==> src/rtl/pipe_scheduler.sv <==
// Pipe slot scheduler: once per accepted frame tick, scrolls every live pipe left one slot per
// cycle, retires pipes leaving the screen, optionally spawns one new pipe, and pulses score.
module pipe_scheduler #(
  parameter int          NUM_PIPES      = 3,
  parameter int          SCREEN_WIDTH   = 640,
  parameter int          PIPE_WIDTH     = 70,
  parameter int          SCROLL_SPEED   = 2,
  parameter int          SPAWN_INTERVAL = 120,
  parameter int          GAP_HEIGHT     = 120,
  parameter int          GAP_MIN_Y      = 180,
  parameter int          GAP_RANGE      = 200,
  parameter logic [15:0] LFSR_SEED      = 16'hACE1
) (
  input  logic                      clk,
  input  logic                      reset,
  input  logic                      run,
  input  logic                      clear,
  input  logic                      frame_tick,
  input  logic [9:0]                bird_x,
  output logic [32*NUM_PIPES-1:0]   pipe_x,
  output logic [32*NUM_PIPES-1:0]   pipe_ybot,
  output logic [32*NUM_PIPES-1:0]   pipe_gap,
  output logic                      score_pulse,
  output logic                      busy,
  output logic [2:0]                active_count
);

  localparam logic [1:0] ST_WAIT   = 2'd0;
  localparam logic [1:0] ST_UPDATE = 2'd1;
  localparam logic [1:0] ST_SPAWN  = 2'd2;

  localparam int              IDX_W    = (NUM_PIPES > 2) ? 2 : 1;
  localparam logic [IDX_W-1:0] LAST_IDX = IDX_W'(NUM_PIPES - 1);
  localparam logic [31:0]     SPEED    = 32'(SCROLL_SPEED);
  localparam logic [31:0]     PW       = 32'(PIPE_WIDTH);
  localparam logic [31:0]     SPAWN_X  = 32'(SCREEN_WIDTH);
  localparam logic [31:0]     GAP_H    = 32'(GAP_HEIGHT);
  localparam logic [31:0]     MIN_Y    = 32'(GAP_MIN_Y);
  localparam logic [31:0]     LIMIT    = 32'(SPAWN_INTERVAL - 1);
  localparam logic [7:0]      RANGE8   = 8'(GAP_RANGE);

  // FSM state is kept as a plain named register so checkers can bind to it directly.
  logic [1:0]           state, state_n;
  logic [IDX_W-1:0]     idx, idx_n;
  logic [NUM_PIPES-1:0] valid, valid_n;
  logic [31:0]          x_q [NUM_PIPES];
  logic [31:0]          ybot_q [NUM_PIPES];
  logic [31:0]          gap_q [NUM_PIPES];
  logic [31:0]          x_n [NUM_PIPES];
  logic [31:0]          ybot_n [NUM_PIPES];
  logic [31:0]          gap_n [NUM_PIPES];
  logic [31:0]          spawn_cnt, cnt_n;
  logic [15:0]          lfsr;
  logic                 score_n;
  logic [2:0]           count_n;
  logic [31:0]          x_new;
  logic [31:0]          bird_ext;
  logic [7:0]           off;
  logic                 found;

  assign bird_ext = {22'd0, bird_x};

  always_comb begin
    state_n = state;
    idx_n   = idx;
    valid_n = valid;
    x_n     = x_q;
    ybot_n  = ybot_q;
    gap_n   = gap_q;
    cnt_n   = spawn_cnt;
    score_n = 1'b0;
    found   = 1'b0;
    x_new   = '0;
    off     = (lfsr[7:0] >= RANGE8) ? (lfsr[7:0] - RANGE8) : lfsr[7:0];
    case (state)
      ST_WAIT: begin
        if (frame_tick && run) begin
          state_n = ST_UPDATE;
          idx_n   = '0;
        end
      end
      ST_UPDATE: begin
        for (int i = 0; i < NUM_PIPES; i++) begin
          if (idx == IDX_W'(i) && valid[i]) begin
            if (x_q[i] < SPEED) begin
              valid_n[i] = 1'b0;
              x_n[i]     = '0;
              ybot_n[i]  = '0;
              gap_n[i]   = '0;
            end else begin
              x_new   = x_q[i] - SPEED;
              // Score on the step where the pipe's right edge crosses strictly left of the bird.
              score_n = (x_q[i] + PW >= bird_ext) && (x_new + PW < bird_ext);
              x_n[i]  = x_new;
            end
          end
        end
        if (idx == LAST_IDX) state_n = ST_SPAWN;
        else                 idx_n   = idx + 1'b1;
      end
      ST_SPAWN: begin
        state_n = ST_WAIT;
        if (spawn_cnt == LIMIT) begin
          for (int i = 0; i < NUM_PIPES; i++) begin
            if (!found && !valid[i]) begin
              found      = 1'b1;
              valid_n[i] = 1'b1;
              x_n[i]     = SPAWN_X;
              ybot_n[i]  = MIN_Y + {24'd0, off};
              gap_n[i]   = GAP_H;
            end
          end
          // With every slot taken the counter stays at its limit and the spawn retries next tick.
          if (found) cnt_n = '0;
        end else begin
          cnt_n = spawn_cnt + 32'd1;
        end
      end
      default: state_n = ST_WAIT;
    endcase
    if (clear) begin
      state_n = ST_WAIT;
      idx_n   = '0;
      valid_n = '0;
      cnt_n   = '0;
      score_n = 1'b0;
      for (int i = 0; i < NUM_PIPES; i++) begin
        x_n[i]    = '0;
        ybot_n[i] = '0;
        gap_n[i]  = '0;
      end
    end
  end

  always_comb begin
    count_n = '0;
    for (int i = 0; i < NUM_PIPES; i++) count_n = count_n + 3'(valid_n[i]);
  end

  always_ff @(posedge clk) begin
    if (reset) begin
      state        <= ST_WAIT;
      idx          <= '0;
      valid        <= '0;
      spawn_cnt    <= '0;
      lfsr         <= LFSR_SEED;
      score_pulse  <= 1'b0;
      busy         <= 1'b0;
      active_count <= '0;
      for (int i = 0; i < NUM_PIPES; i++) begin
        x_q[i]    <= '0;
        ybot_q[i] <= '0;
        gap_q[i]  <= '0;
      end
    end else begin
      state        <= state_n;
      idx          <= idx_n;
      valid        <= valid_n;
      spawn_cnt    <= cnt_n;
      lfsr         <= {1'b0, lfsr[15:1]} ^ (lfsr[0] ? 16'hB400 : 16'h0000);
      score_pulse  <= score_n;
      busy         <= (state_n != ST_WAIT);
      active_count <= count_n;
      for (int i = 0; i < NUM_PIPES; i++) begin
        x_q[i]    <= x_n[i];
        ybot_q[i] <= ybot_n[i];
        gap_q[i]  <= gap_n[i];
      end
    end
  end

  for (genvar g = 0; g < NUM_PIPES; g++) begin : g_out
    assign pipe_x[32*g+:32]    = x_q[g];
    assign pipe_ybot[32*g+:32] = ybot_q[g];
    assign pipe_gap[32*g+:32]  = gap_q[g];
  end

endmodule

==> config.mk <==
export PLATFORM = sky130hd
export DESIGN_NAME = pipe_scheduler
export DESIGN_NICKNAME = d
export VERILOG_FILES = /design/src/rtl/pipe_scheduler.sv
export SDC_FILE = /design/constraint.sdc
export NUM_CORES = 1
export LEC_CHECK = 0
export BUFFER_PORTS_ARGS = -buffer_cell sky130_fd_sc_hd__buf_2
export CAP_MARGIN = 40
export CORE_UTILIZATION = 55
export DETAILED_ROUTE_END_ITERATION = 16
export MAX_ROUTING_LAYER = met4
export PLACE_DENSITY_LB_ADDON = 0.15
export SLEW_MARGIN = 15
export SYNTH_ARGS = -nofsm -noshare
export SYNTH_HDL_FRONTEND = slang
export SYNTH_SLANG_ARGS = --single-unit
==> constraint.sdc <==
create_clock -name clk -period 9.3 [get_ports clk]
set_input_delay 0.93 -clock clk [delete_from_list [all_inputs] [get_ports clk]]
set_output_delay 0.93 -clock clk [all_outputs]
set_load 0.1 [all_outputs]
==> results.ini <==
[clock_tree]
cts.clk_slew.worst_paths_ps=100
ctsHoldBuffers=0
cts_tree=built
cts.sink_count=182
postCtsSetupBuffers=0
clockRootBuffer=clkbuf_16
clock_latency_ps=450
cts_resized=0
ctsHtreeMaxLevel=4
cts_made_buffers=17
clock_path_buffers=2

[routing]
routed_wl_um=46300
drtIter0Drc=1471
final_antenna_net_count=0
vias_per_cell=6.03
vias=16011
drc=0
wl_per_cell_um=17.4
first_pass_iters=6

[synthesis]
ys_types=91
synth_area_per_cell_sq_um=7.30
synth_area_sq_um=16300
synth_cells=2228
ys_warn_count=0
synthArstFlopShare_pct=0
synth_seq_area_share_pct=22.4
synth_edf_count=0
synth_seq_cells=182
ys.flop_type=dfxtp_1

[critical_path]
cp.required_ps=9670
cp.buffers_inverters=1
r2r_end=score_pulse$_SDFF_PP0_
path_class=reg -> reg
crit_arrival_ps=5660
cp.depth=17
worstSetupEndpointType=register
cp_max_fo=16
cp-start-kind=register
rr_startpoint=pipe_x[1]$_SDFFE_PP0P_
crit_slowest_cell=or4b_1
reg2reg_depth=17
crit_path_max_incr_delay_ps=620
reg2reg_slack_ps=4010
crit_chain=inv_1 -> ha_1 -> or4b_1 -> nor2_2 -> xnor2_1 -> a311oi_2 -> xnor2_1 -> ha_1 -> nor2b_1 -> o21ai_0 -> nand3_1 -> a2111oi_0 -> o21ai_0 -> a2111oi_0 -> nand4_1 -> a2111o_1 -> a21oi_2
cpLargestDelayFamily=compound AO/OA/AOI/OAI gates

[timing]
min_period_ps=5290
tightestPinTransition_ps=925
fin_skew_ps=20.0
fin_setup_tns_ps=0
fmax_mhz=189
slew_headroom_pct=38.1
setup_viol=0
rsz0062_at_grt=no
drv_slew=0
hold_viol_final=0
fin_ws_ps=4010
finalCritPeriodShare_pct=56.9

[final_layout]
nNetsFinal=2346
drive_above_1_share_pct=11.4
layout_commonest_cell=nor2_1
most-common-layout-cells=259 x nor2_1, 182 x dfxtp_1, 173 x nand2_1, 157 x conb_1, 151 x buf_2
area_growth_pct=5.12

[floorplan]
die_x_um=174
die_h_um=174
placementRows=62
dieArea_sq_um=30300
coreArea_sq_um=28900
pin_count=308
start_util_pct=56.2

[outcome]
status=finished, final reports clean

[global_routing]
grt_pass1_vias=14390
grt_pass1_wl_um=74900
grt_max_degree=51
overflow=0
antenna_found_initial=2
grt_use_total_pct=30.8

[power]
power_density_nw_per_um2=132
ir_worst_vdd_mv=0.141
leakage_uw=0.00750

[worst_hold_path]
min-delay-start=lfsr[12]$_SDFF_PP0_
min_path_type=reg -> reg
holdPathStages=1
hold_end=lfsr[11]$_SDFF_PP1_

[placement]
gp_congestion=0.958
portBuffers=150
dpl.hpwl_um=34000
pre_cts_slack_ps=4150

[run]
cap_violations=0

-- synthesized netlist by cell type (5+ instances only) --
cell / number / area, sq um
a2111oi_0: 6 / 52.6
a211o_1: 8 / 70.1
a211oi_1: 19 / 143
a21boi_0: 6 / 45.0
a21o_1: 23 / 173
a21oi_1: 143 / 716
a22oi_1: 43 / 323
a31oi_1: 21 / 131
a32oi_1: 6 / 52.6
and2_1: 16 / 100
and3_1: 22 / 138
and4_1: 10 / 87.6
buf_1: 7 / 26.3
buf_2: 7 / 35.0
buf_4: 167 / 1250
clkbuf_1: 131 / 492
dfxtp_1: 182 / 3640
ha_1: 73 / 913
inv_1: 54 / 203
mux2i_1: 27 / 270
nand2_1: 173 / 649
nand2b_1: 17 / 106
nand3_1: 76 / 380
nand3b_1: 12 / 90.1
nand4_1: 45 / 282
nor2_1: 259 / 972
nor2b_1: 21 / 131
nor3_1: 89 / 445
nor3b_1: 8 / 60.1
nor4_1: 50 / 313
o2111ai_1: 10 / 87.6
o211a_1: 7 / 70.1
o211ai_1: 17 / 128
o21a_1: 11 / 82.6
o21ai_0: 101 / 505
o21bai_1: 5 / 37.5
o31a_1: 6 / 52.6
o31ai_1: 16 / 120
or2_2: 24 / 150
or3_1: 28 / 175
or4_1: 21 / 158
xnor2_1: 110 / 963
xor2_1: 69 / 604
-- layout make-up --
type / instances / area [sq um]
timing repair buffer: 168 / 930
inverter: 56 / 210
clock inverter: 15 / 218
antenna: 2 / 5.00
sequential: 182 / 3640
clock buffer: 17 / 425
fill: 2732 / 11800
multi-input combinational: 1832 / 11200
tap: 384 / 480
-- stage by stage --
step	utilization (%)	std cells	instance area [sq um]	hold WS (ps)	total power, uW
4_1_cts	59.1	2654	17100	420	2250
5_1_grt	59.1	2656	17100	453	2340
3_3_place_gp	56.5	2614	16300	395	1460
3_5_place_dp	56.9	2622	16500	396	1470
2_1_floorplan	-	2384	16900	389	1440
6_report	59.1	2656	17100	418	2250
-- registers in the layout, indices dropped and copies added (netlist names) --
name and flops:
pipe_gap 3, state 2, busy 1, lfsr 16
pipe_ybot 27, active_count 2, valid 3, score_pulse 1
spawn_cnt 32, idx 2, pipe_x 93
-- report_power, final --
| part | internal (uW) | leakage, uW | switching (uW) | total, uW |
|---|---|---|---|---|
| Combinational | 150 | 0.00573 | 516 | 666 |
| Clock | 377 | 0.000304 | 411 | 788 |
| Sequential | 785 | 0.00147 | 9.02 | 794 |
-- worst max-delay path by stage --
| stage | start | end | slack, ps |
|---|---|---|---|
| finish | pipe_x[1]$_SDFFE_PP0P_ | score_pulse$_SDFF_PP0_ | 4010 |
| global route | pipe_x[1]$_SDFFE_PP0P_ | score_pulse$_SDFF_PP0_ | 3620 |
| CTS | pipe_x[1]$_SDFFE_PP0P_ | score_pulse$_SDFF_PP0_ | 4050 |
| detailed placement | pipe_x[1]$_SDFFE_PP0P_ | score_pulse$_SDFF_PP0_ | 4150 |
| global placement | pipe_x[1]$_SDFFE_PP0P_ | score_pulse$_SDFF_PP0_ | 4270 |
| floorplan | pipe_x[33]$_SDFFE_PP0P_ | score_pulse$_SDFF_PP0_ | 4310 |
-- per-layer routing --
layer | vias up | share of wire (%) | global-route usage [%]
li1 | 7681 | - | -
met1 | 7512 | 44 | 40.6
met2 | 732 | 46 | 48.1
met3 | 86 | 7.4 | 4.48
met4 | 0 | 2.6 | 10.6
met5 | - | 0 | -
-- cells by family after synthesis --
logic type	synth area share, %
simple gates	28.5
xor+xnor	9.64
other cells	0.0231
compound gates	19.4
buf+inv	12.5
flops	22.4
fa+ha+maj	5.74
mux	1.80
(Power assumes the default switching activity.)
